**config.mk**
```make
export PLATFORM = sky130hd
export DESIGN_NAME = md_issue_ctrl
export DESIGN_NICKNAME = d
export VERILOG_FILES = /design/src/rtl/md_issue_ctrl.sv
export SDC_FILE = /design/constraint.sdc
export NUM_CORES = 1
export LEC_CHECK = 0
export CAP_MARGIN = 20
export CORE_ASPECT_RATIO = 0.75
export CORE_UTILIZATION = 35
export DETAILED_ROUTE_END_ITERATION = 10
export GPL_TIMING_DRIVEN = 0
export PLACE_DENSITY_LB_ADDON = 0.2
export SETUP_SLACK_MARGIN = 0.02
export SKIP_LAST_GASP = 1
export SYNTH_ARGS = -nofsm -noshare
export SYNTH_HDL_FRONTEND = slang
export SYNTH_SLANG_ARGS = --single-unit
```
**constraint.sdc**
```tcl
create_clock -name clk -period 2.1 [get_ports clk]
set_input_delay 0.525 -clock clk [delete_from_list [all_inputs] [get_ports clk]]
set_output_delay 0.525 -clock clk [all_outputs]
set_load 0.01 [all_outputs]
```
**src/rtl/md_issue_ctrl.sv**
```systemverilog
// ---------------------------------------------------------------------------
// md_issue_ctrl
//   Issue and hazard controller for the multiply/divide unit. It decodes
//   E-stage mult/multu/div/divu requests and launches the unit with a one-cycle
//   start and an op select. It then counts the unit's busy window and pulses
//   commit in the cycle the unit writes HI/LO. It also stalls any D-stage
//   HI/LO user while the unit is starting or busy.
//
// Ports
//   clk          in   system clock, rising edge
//   reset        in   asynchronous active-high reset
//   e_md_op      in   E-stage op: 001 mult, 010 multu, 011 div, 100 divu,
//                     any other code is no request
//   e_flush      in   E-stage instruction is being killed this cycle
//   d_md_use     in   D-stage instruction touches HI/LO or the unit
//   md_start     out  one-cycle start to the unit (combinational)
//   md_sel       out  latched op: 00 mult, 01 multu, 10 div, 11 divu
//   busy         out  unit occupied (registered)
//   commit       out  HI/LO write pulse (last busy cycle)
//   stall_d      out  freeze F/D and insert a bubble into E
//   cycles_left  out  remaining busy cycles, 0 when idle
//   proto_err    out  sticky flag: a request arrived while the unit was busy
//   op_count     out  number of committed operations (wraps)
// ---------------------------------------------------------------------------
module md_issue_ctrl #(
    parameter int MULT_CYCLES = 5,
    parameter int DIV_CYCLES  = 10,
    parameter int CNT_W       = 4,
    parameter int PERF_W      = 16
) (
    input  logic              clk,
    input  logic              reset,
    input  logic [2:0]        e_md_op,
    input  logic              e_flush,
    input  logic              d_md_use,
    output logic              md_start,
    output logic [1:0]        md_sel,
    output logic              busy,
    output logic              commit,
    output logic              stall_d,
    output logic [CNT_W-1:0]  cycles_left,
    output logic              proto_err,
    output logic [PERF_W-1:0] op_count
);

    typedef enum logic [0:0] {
        ST_IDLE = 1'b0,
        ST_RUN  = 1'b1
    } state_t;

    state_t             state_q, state_d;
    logic               busy_q, busy_d;
    logic [1:0]         md_sel_q, md_sel_d;
    logic [CNT_W-1:0]   cycles_left_q, cycles_left_d;
    logic               proto_err_q, proto_err_d;
    logic [PERF_W-1:0]  op_count_q, op_count_d;

    logic req;
    logic is_div;
    logic start_c;
    logic commit_c;

    always_comb begin
        // Codes 101..111 fall outside the legal range and never request.
        req      = (e_md_op >= 3'd1) && (e_md_op <= 3'd4) && !e_flush;
        is_div   = (e_md_op == 3'd3) || (e_md_op == 3'd4);
        start_c  = req && (state_q == ST_IDLE);
        // The last busy cycle is the one the unit writes HI/LO.
        commit_c = (state_q == ST_RUN) && (cycles_left_q == CNT_W'(1));

        state_d       = state_q;
        busy_d        = busy_q;
        md_sel_d      = md_sel_q;
        cycles_left_d = cycles_left_q;
        proto_err_d   = proto_err_q;
        op_count_d    = op_count_q;

        case (state_q)
            ST_IDLE: begin
                if (start_c) begin
                    // Op codes 001..100 map onto select values 00..11.
                    md_sel_d      = 2'(e_md_op - 3'd1);
                    cycles_left_d = is_div ? CNT_W'(DIV_CYCLES) : CNT_W'(MULT_CYCLES);
                    state_d       = ST_RUN;
                    busy_d        = 1'b1;
                end
            end
            ST_RUN: begin
                cycles_left_d = cycles_left_q - CNT_W'(1);
                if (commit_c) begin
                    state_d       = ST_IDLE;
                    busy_d        = 1'b0;
                    cycles_left_d = '0;
                    op_count_d    = op_count_q + PERF_W'(1);
                end
                // A request here should have been held off by stall_d. It is
                // dropped, and the running operation continues untouched.
                if (req) begin
                    proto_err_d = 1'b1;
                end
            end
            default: begin
                state_d = ST_IDLE;
                busy_d  = 1'b0;
            end
        endcase
    end

    always_ff @(posedge clk or posedge reset) begin
        if (reset) begin
            state_q       <= ST_IDLE;
            busy_q        <= 1'b0;
            md_sel_q      <= 2'b00;
            cycles_left_q <= '0;
            proto_err_q   <= 1'b0;
            op_count_q    <= '0;
        end else begin
            state_q       <= state_d;
            busy_q        <= busy_d;
            md_sel_q      <= md_sel_d;
            cycles_left_q <= cycles_left_d;
            proto_err_q   <= proto_err_d;
            op_count_q    <= op_count_d;
        end
    end

    assign md_start    = start_c;
    assign commit      = commit_c;
    assign busy        = busy_q;
    assign md_sel      = md_sel_q;
    assign cycles_left = cycles_left_q;
    assign proto_err   = proto_err_q;
    assign op_count    = op_count_q;
    // The stall covers the start cycle and every busy cycle, including
    // commit. A HI/LO reader therefore only leaves D after the write.
    assign stall_d     = d_md_use && (start_c || busy_q);

endmodule

```
==> summary.txt, run 1 <==
Timing
  • Final setup TNS: -60.4 ps
  • Hold Vio Cnt, Final: 0
  • # setup viols final: 2
  • Final period utilization: 1.02
  • Crit path setup slack, layout: -38.3 ps
  • Final Max Tran Viols: 0
  • Min Tclk post-route: 2140 ps
  • Clock skew: 4.21 ps
  • Peak Freq: 0.468 GHz
  • Worst-Margin Slew: 933 ps
  • Relative slew margins: 0.378
  • RSZ-0062 raised after global routing: true

Clocking
  • Total CTS buffers: 3
  • CTS Buffer Depth: 2
  • CTS Hold Bufs: 0
  • Root Buffer: clkbuf_8
  • CTS Sinks: 25
  • H-tree depth: 1
  • CTS tree: built
  • Clock Pin Slew Worst Setup and Hold Paths: 90 ps
  • Worst skew pair latency: 260 ps

Worst setup path
  • Buf+Inv Stages, Crit Path: 3
  • CP Capture Type: primary output
  • Crit path cell chain: buf_12, ha_4, nor4_4, nor4_4, buf_4, nor2_4, nor2b_1, buf_2
  • Crit-path leading delay family: simple AND/OR/NAND/NOR gates
  • Crit Path Category: in2out
  • Worst path most repeated cell: nor4_4
  • Max incr delay on CP: 350 ps
  • Worst endpoint required time: 1570 ps
  • Critical Path Fanout Max: 4
  • WP data arrival: 1610 ps
  • Critical path startpoint category: primary input
  • Worst path slowest cell: nor4_4

Finish
  • Final Core Density: 0.560
  • Non-Filler Instances: 208
  • Filler cells: 285
  • Share of cells above drive strength 1: 0.220
  • Area Growth Syn to Fin: 51.6%
  • # diodes: 0
  • Nets: 182

Place
  • Placed insts: 188
  • Hpwl dp: 1890 microns
  • PortBufs: 33
  • Routability congestion estimate: 0.747

Floorplan
  • Row count: 18
  • Die ar.: 0.00374 sq mm
  • Die width: 70.2 microns
  • Initial Utilization: 0.369
  • Die Height: 53.2 microns
  • Core Region: 0.00331 sq mm
  • I/O pin total: 34

GRT
  • Vias in the first global route: 1057
  • GRT overflow: 0
  • Largest net degree at the start of global routing: 26
  • Initial antenna violation count: 0
  • Tot GR Track Use: 0.170
  • First-pass GRT wire length: 4780 microns

Run
  • Maximum capacitance violations: 0

Synthesis
  • Post-Synthesis Cell Area: 0.00122 sq mm
  • Cells after Synth: 115
  • Mapped Nets: 128
  • Syn. warnings: 0
  • Seq/Total Area, Yosys: 0.512
  • Async SR Flop Fraction: 1.00
  • Synth unique cells: 31
  • Syn Area/Cell: 10.6 sq um
  • Synth Register Bits: 25
  • Most used DFF post-synth: dfrtp_1
  • EDFF count, synth: 0

Routing
  • DRT iter0 DRCs: 45
  • Routed Antenna Nets: 0
  • Drt wl/cell: 13.3 microns
  • Detailed Routing Iterations Pass 1: 4
  • Wire length on met3: 137 microns
  • DRC Markers: 0
  • Top layer in use: met3
  • DRT Wirelength: 2760 microns
  • DR vias/cell: 4.88
  • Vias: 1015
  • Met2 wire length: 1370 microns
  • WL met1: 1250 microns

Outcome
  • Status: finished, violations left
  • Failing checks: negative setup slack

Pwr
  • Maximum VDD drop: 0.541 mV
  • Power density over cell area: 979 mW/mm^2
  • Static Leak: 0.000856 uW

Hold path
  • Class of the worst hold path: reg2reg
[cells by family (layout without fill, tap and decap cells)]
group,count (synthesis),after routing,share of synthesized area
buf+inv,9,62,0.0286
compound gates,10,10,0.0522
flops,25,25,0.512
fa+ha+maj,6,6,0.0614
xor+xnor,15,15,0.107
simple gates,48,48,0.222
mux,2,2,0.0164
[placed cells by master, fill, tap and decap left out, types with 2 or more instances in the layout]
cell type        Yosys  routed
nor4_4               1       3
nand2b_1             2       2
buf_2                1       3
xnor2_1             11      11
dfrtp_1             25      25
o21ai_1              2       2
a21o_1               2       2
nand3_1              7       7
clkdlybuf4s50_1      0      26
nor3_1               3       3
buf_4                0      15
mux2i_1              2       2
a21oi_1              2       2
buf_12               0       2
ha_1                 6       4
inv_2                1       2
nor2_1               9       8
ha_4                 0       2
and3_1               2       2
nand2_1             13      13
clkbuf_8             0       3
xor2_1               4       4
o211ai_1             2       2
inv_1                6       4
[worst reg2reg max path: cells and delay by family, from the launching register on]
| family | cells | cell delay, ps |
|---|---|---|
| and+or+nand+nor | 3 | 670 |
| adders and majority gates | 1 | 140 |
| buffers and inverters | 3 | 400 |
| xor gates and xnor gates | 1 | 140 |
| DFF | 1 | 410 |
[state kept, by name, indices dropped and copies added, names as in the netlist]
register / count
cycles_left: 4
state_q: 1
busy: 1
proto_err: 1
op_count: 16
md_sel: 2
[worst paths after layout]
check,cells after the start,slack (ps),from,endpoint
max reg2reg,8,250,cycles_left[1]$_DFFE_PP0P_,op_count[13]$_DFFE_PP0P_
max in group asynchronous,2,760,reset,proto_err$_DFFE_PP0P_
min in group asynchronous,2,770,reset,cycles_left[1]$_DFFE_PP0P_
min reg2reg,1,480,op_count[15]$_DFFE_PP0P_,op_count[15]$_DFFE_PP0P_
min,1,480,op_count[15]$_DFFE_PP0P_,op_count[15]$_DFFE_PP0P_
max,8,-40,e_md_op[0],stall_d
[synthesized netlist by cell type, types with 3 or more instances]
cell type | number | area, sq um
dfrtp_1 | 25 | 626
ha_1 | 6 | 75.1
inv_1 | 6 | 22.5
nand2_1 | 13 | 48.8
nand3_1 | 7 | 35.0
nor2_1 | 9 | 33.8
nor3_1 | 3 | 15.0
xnor2_1 | 11 | 96.3
xor2_1 | 4 | 35.0
[timing repair]
action / CTS / global route
hold endpoints to repair: 0 / 0
gates cloned: 0 / 0
buffers inserted: 15 / 1
pin swaps: 4 / 2
resized for setup: 38 / 4
endpoints found under the setup margin: 5 / 3
[layout make-up]
type | count | area [sq um] | share of cell area
Multi-Input combinational cell | 81 | 626 | 0.338
Timing Repair Buffer | 49 | 462 | 0.249
Sequential cell | 25 | 626 | 0.338
Inverter | 7 | 28.8 | 0.0155
Clock inverter | 1 | 5.00 | 0.00270
Buffer | 2 | 15.0 | 0.00810
Tap cell | 40 | 50.0 | 0.0270
Clock buffer | 3 | 41.3 | 0.0223
[stage by stage]
| step | hold WS [ps] | worst slack [ps] | power [uW] | instance area, sq um |
|---|---|---|---|---|
| floorplan | 493 | 27.1 | 1050 | 1250 |
| global placement | 452 | -1110 | 1350 | 1630 |
| detailed placement | 465 | -1140 | 1370 | 1630 |
| CTS | 483 | -23.0 | 1810 | 1840 |
| global route | 499 | -83.8 | 1950 | 1850 |
| finish | 477 | -38.3 | 1810 | 1850 |
[report_power, final]
group / switching (uW) / total (uW) / leakage [uW] / internal, uW
Sequential: 127 / 718 / 0.000320 / 591
Clock: 146 / 279 / 0.0000255 / 132
Combinational: 337 / 817 / 0.000510 / 479
[per-layer routing]
layer | up-vias | global-route usage
met5 | - | 0
met4 | 0 | 0.0333
met1 | 496 | 0.210
met3 | 0 | 0.0476
met2 | 26 | 0.300
li1 | 493 | -
Note: power is estimated with default switching activity, not from simulation.
==> run 2, diff against run 1 <==
RECOVER_POWER = 100   (was unset)
==> summary.txt, run 2 (same netlist as run 1, synthesis figures left out) <==
Clocking
  • Worst skew pair latency: 260 ps (about the same)
  • CTS Sinks: 25 (unchanged)
  • H-tree depth: 1 (unchanged)
  • Total CTS buffers: 3 (unchanged)
  • CTS tree: built
  • Root Buffer: clkbuf_8
  • Clock Pin Slew Worst Setup and Hold Paths: 90 ps (about the same)
  • CTS Buffer Depth: 2 (unchanged)

Floorplan
  • Die Height: 53.2 microns (unchanged)
  • Die width: 70.2 microns (unchanged)
  • Core Region: 0.00331 sq mm (unchanged)
  • Row count: 18 (unchanged)
  • Initial Utilization: 0.369 (unchanged)
  • I/O pin total: 34 (unchanged)
  • Die ar.: 0.00374 sq mm (unchanged)

GRT
  • First-pass GRT wire length: 4780 microns (unchanged)
  • GRT overflow: 0 (unchanged)
  • Tot GR Track Use: 0.170 (unchanged)
  • Vias in the first global route: 1057 (unchanged)
  • Largest net degree at the start of global routing: 26 (unchanged)
  • Initial antenna violation count: 0 (unchanged)

Timing
  • Peak Freq: 0.466 GHz (-0.37%)
  • # setup viols final: 2 (unchanged)
  • Hold Vio Cnt, Final: 0 (unchanged)
  • Clock skew: 4.51 ps (+0.304 ps)
  • Crit path setup slack, layout: -46.2 ps (-7.86 ps)
  • Min Tclk post-route: 2150 ps (+7.86 ps)
  • Worst-Margin Slew: 930 ps (-2.87 ps)
  • Relative slew margins: 0.380 (+0.00191)
  • Final period utilization: 1.02 (+0.00374)
  • WHS: 472 ps (-4.85 ps)
  • RSZ-0062 raised after global routing: true
  • Final Max Tran Viols: 0 (unchanged)
  • Final setup TNS: -76.2 ps (-15.8 ps)

Worst setup path
  • Critical Path Fanout Max: 4 (unchanged)
  • Worst endpoint required time: 1570 ps (about the same)
  • WP data arrival: 1620 ps (about the same)
  • Crit Path Category: in2out
  • CP Capture Type: primary output
  • Critical path startpoint category: primary input

Routing
  • DRT Wirelength: 2750 microns (-0.43%)
  • DR vias/cell: 4.87 (-0.30%)
  • Routed Antenna Nets: 0 (unchanged)
  • DRT iter0 DRCs: 33 (-27%)
  • Drt wl/cell: 13.2 microns (-0.43%)
  • Vias: 1012 (-0.30%)
  • Detailed Routing Iterations Pass 1: 4 (unchanged)
  • DRC Markers: 0 (unchanged)

Finish
  • Commonest non-fill, non-tap cells in the layout: dfrtp_1 (25), clkdlybuf4s50_1 (21), buf_4 (14), nand2_1 (13), xnor2_1 (11)
  • Filler cells: 287 (+0.70%)
  • Nets: 182 (unchanged)
  • Largest register FFs: 16 (unchanged)
  • Commonest non-fill, non-tap cell in the layout: dfrtp_1
  • Share of cells above drive strength 1: 0.202 (-0.0179)
  • Non-Filler Instances: 208 (unchanged)
  • # diodes: 0 (unchanged)
  • Area Growth Syn to Fin: 50.4%

Pwr
  • NetSw: 595 uW (-2.6%)
  • Switching Fraction: 0.335 (-0.00194)
  • Comb power frac: 0.443 (-0.007)
  • Static Leak: 0.000859 uW (+0.38%)
  • Clock share of power: 0.157 (+0.003)
  • Power density over cell area: 966 mW/mm^2 (-1.3%)
  • Maximum VDD drop: 0.537 mV (-0.68%)
  • Sequential fraction of design power: 0.401 (+0.005)
  • Int Power: 1180 uW (-1.8%)

Place
  • Hpwl dp: 1890 microns (unchanged)
  • Setup slack at placement: -1140 ps (unchanged)
  • PortBufs: 33 (unchanged)
  • Routability congestion estimate: 0.747 (unchanged)
  • Placed insts: 188 (unchanged)

Run
  • Maximum capacitance violations: 0 (unchanged)

Outcome
  • Status: finished, violations left
  • Failing checks: negative setup slack

Hold path
  • Class of the worst hold path: reg2reg
## run 2: cell count changes in the layout (fill, tap and decap cells not counted), moves of 2 or more
| cell | previous run | this run |
|---|---|---|
| o21ai_1 | 2 | 0 |
| dlygate4sd3_1 | 0 | 5 |
| clkdlybuf4s50_1 | 26 | 21 |
| inv_2 | 2 | 0 |
| o21ai_0 | 0 | 2 |
| inv_1 | 4 | 6 |
## run 2: area by class of cell
type                       count  area, sq um  share of cell area
buffer                         2         15.0             0.00817
clock buffer                   3         41.3              0.0225
clock inverter                 1         5.00             0.00272
inverter                       7         28.8              0.0157
multi-input combinational     81          613               0.334
sequential                    25          626               0.340
tap                           40         50.0              0.0272
timing repair buffer          49          459               0.250
## run 2: path summary, 6_finish.rpt
kind                                            start                          to  slack [ps]  cells past startpoint
setup / recovery                           e_md_op[0]                     stall_d         -50                      8
hold / removal               op_count[15]$_DFFE_PP0P_    op_count[15]$_DFFE_PP0P_         470                      1
setup reg to reg           cycles_left[1]$_DFFE_PP0P_    op_count[13]$_DFFE_PP0P_         140                      8
hold reg to reg              op_count[15]$_DFFE_PP0P_    op_count[15]$_DFFE_PP0P_         470                      1
max in group asynchronous                       reset       proto_err$_DFFE_PP0P_         620                      2
min in group asynchronous                       reset  cycles_left[1]$_DFFE_PP0P_         910                      2
## run 2: repair_timing
item / CTS / global route
hold buffers: 0 / 0
setup buffers: 15 / 1
gates resized for setup: 38 / 4
pin swaps: 4 / 2
setup endpoints to repair: 5 / 3
## run 2: through the flow
step / total power, uW / utilization / cell area [sq um]
floorplan: 1050 / - / 1250
global placement: 1350 / 0.492 / 1630
detailed placement: 1370 / 0.492 / 1630
CTS: 1810 / 0.556 / 1840
global route: 1910 / 0.555 / 1840
finish: 1780 / 0.555 / 1840
## run 2: per-layer routing
layer / wire, microns / global-route usage / vias to the layer above
li1: - / - / 493
met1: 1260 / 0.210 / 499
met2: 1370 / 0.300 / 20
met3: 116 / 0.0476 / 0
met4: 0 / 0.0333 / 0
met5: 0 / 0 / -
## run 2: power by group through the flow
stage / combinational, uW / sequential [uW] / clock (uW)
floorplan: 306 / 744 / 0
global placement: 637 / 711 / 0
detailed placement: 656 / 717 / 0
CTS: 804 / 710 / 297
global route: 869 / 729 / 313
finish: 786 / 711 / 278
## run 2: critical path, cell delays in order
cell and delay [ps]:
buf_12 110, ha_4 160, nor4_4 350, nor4_4 60, buf_4 150, nor2_4 80, nor2b_1 50, buf_2 130
==> run 3, diff against run 2 <==
CTS_CLUSTER_SIZE = 12   (was unset)
==> results of run 3 <==
Same layout as run 2: the final DEF is identical, and so are final timing and power.
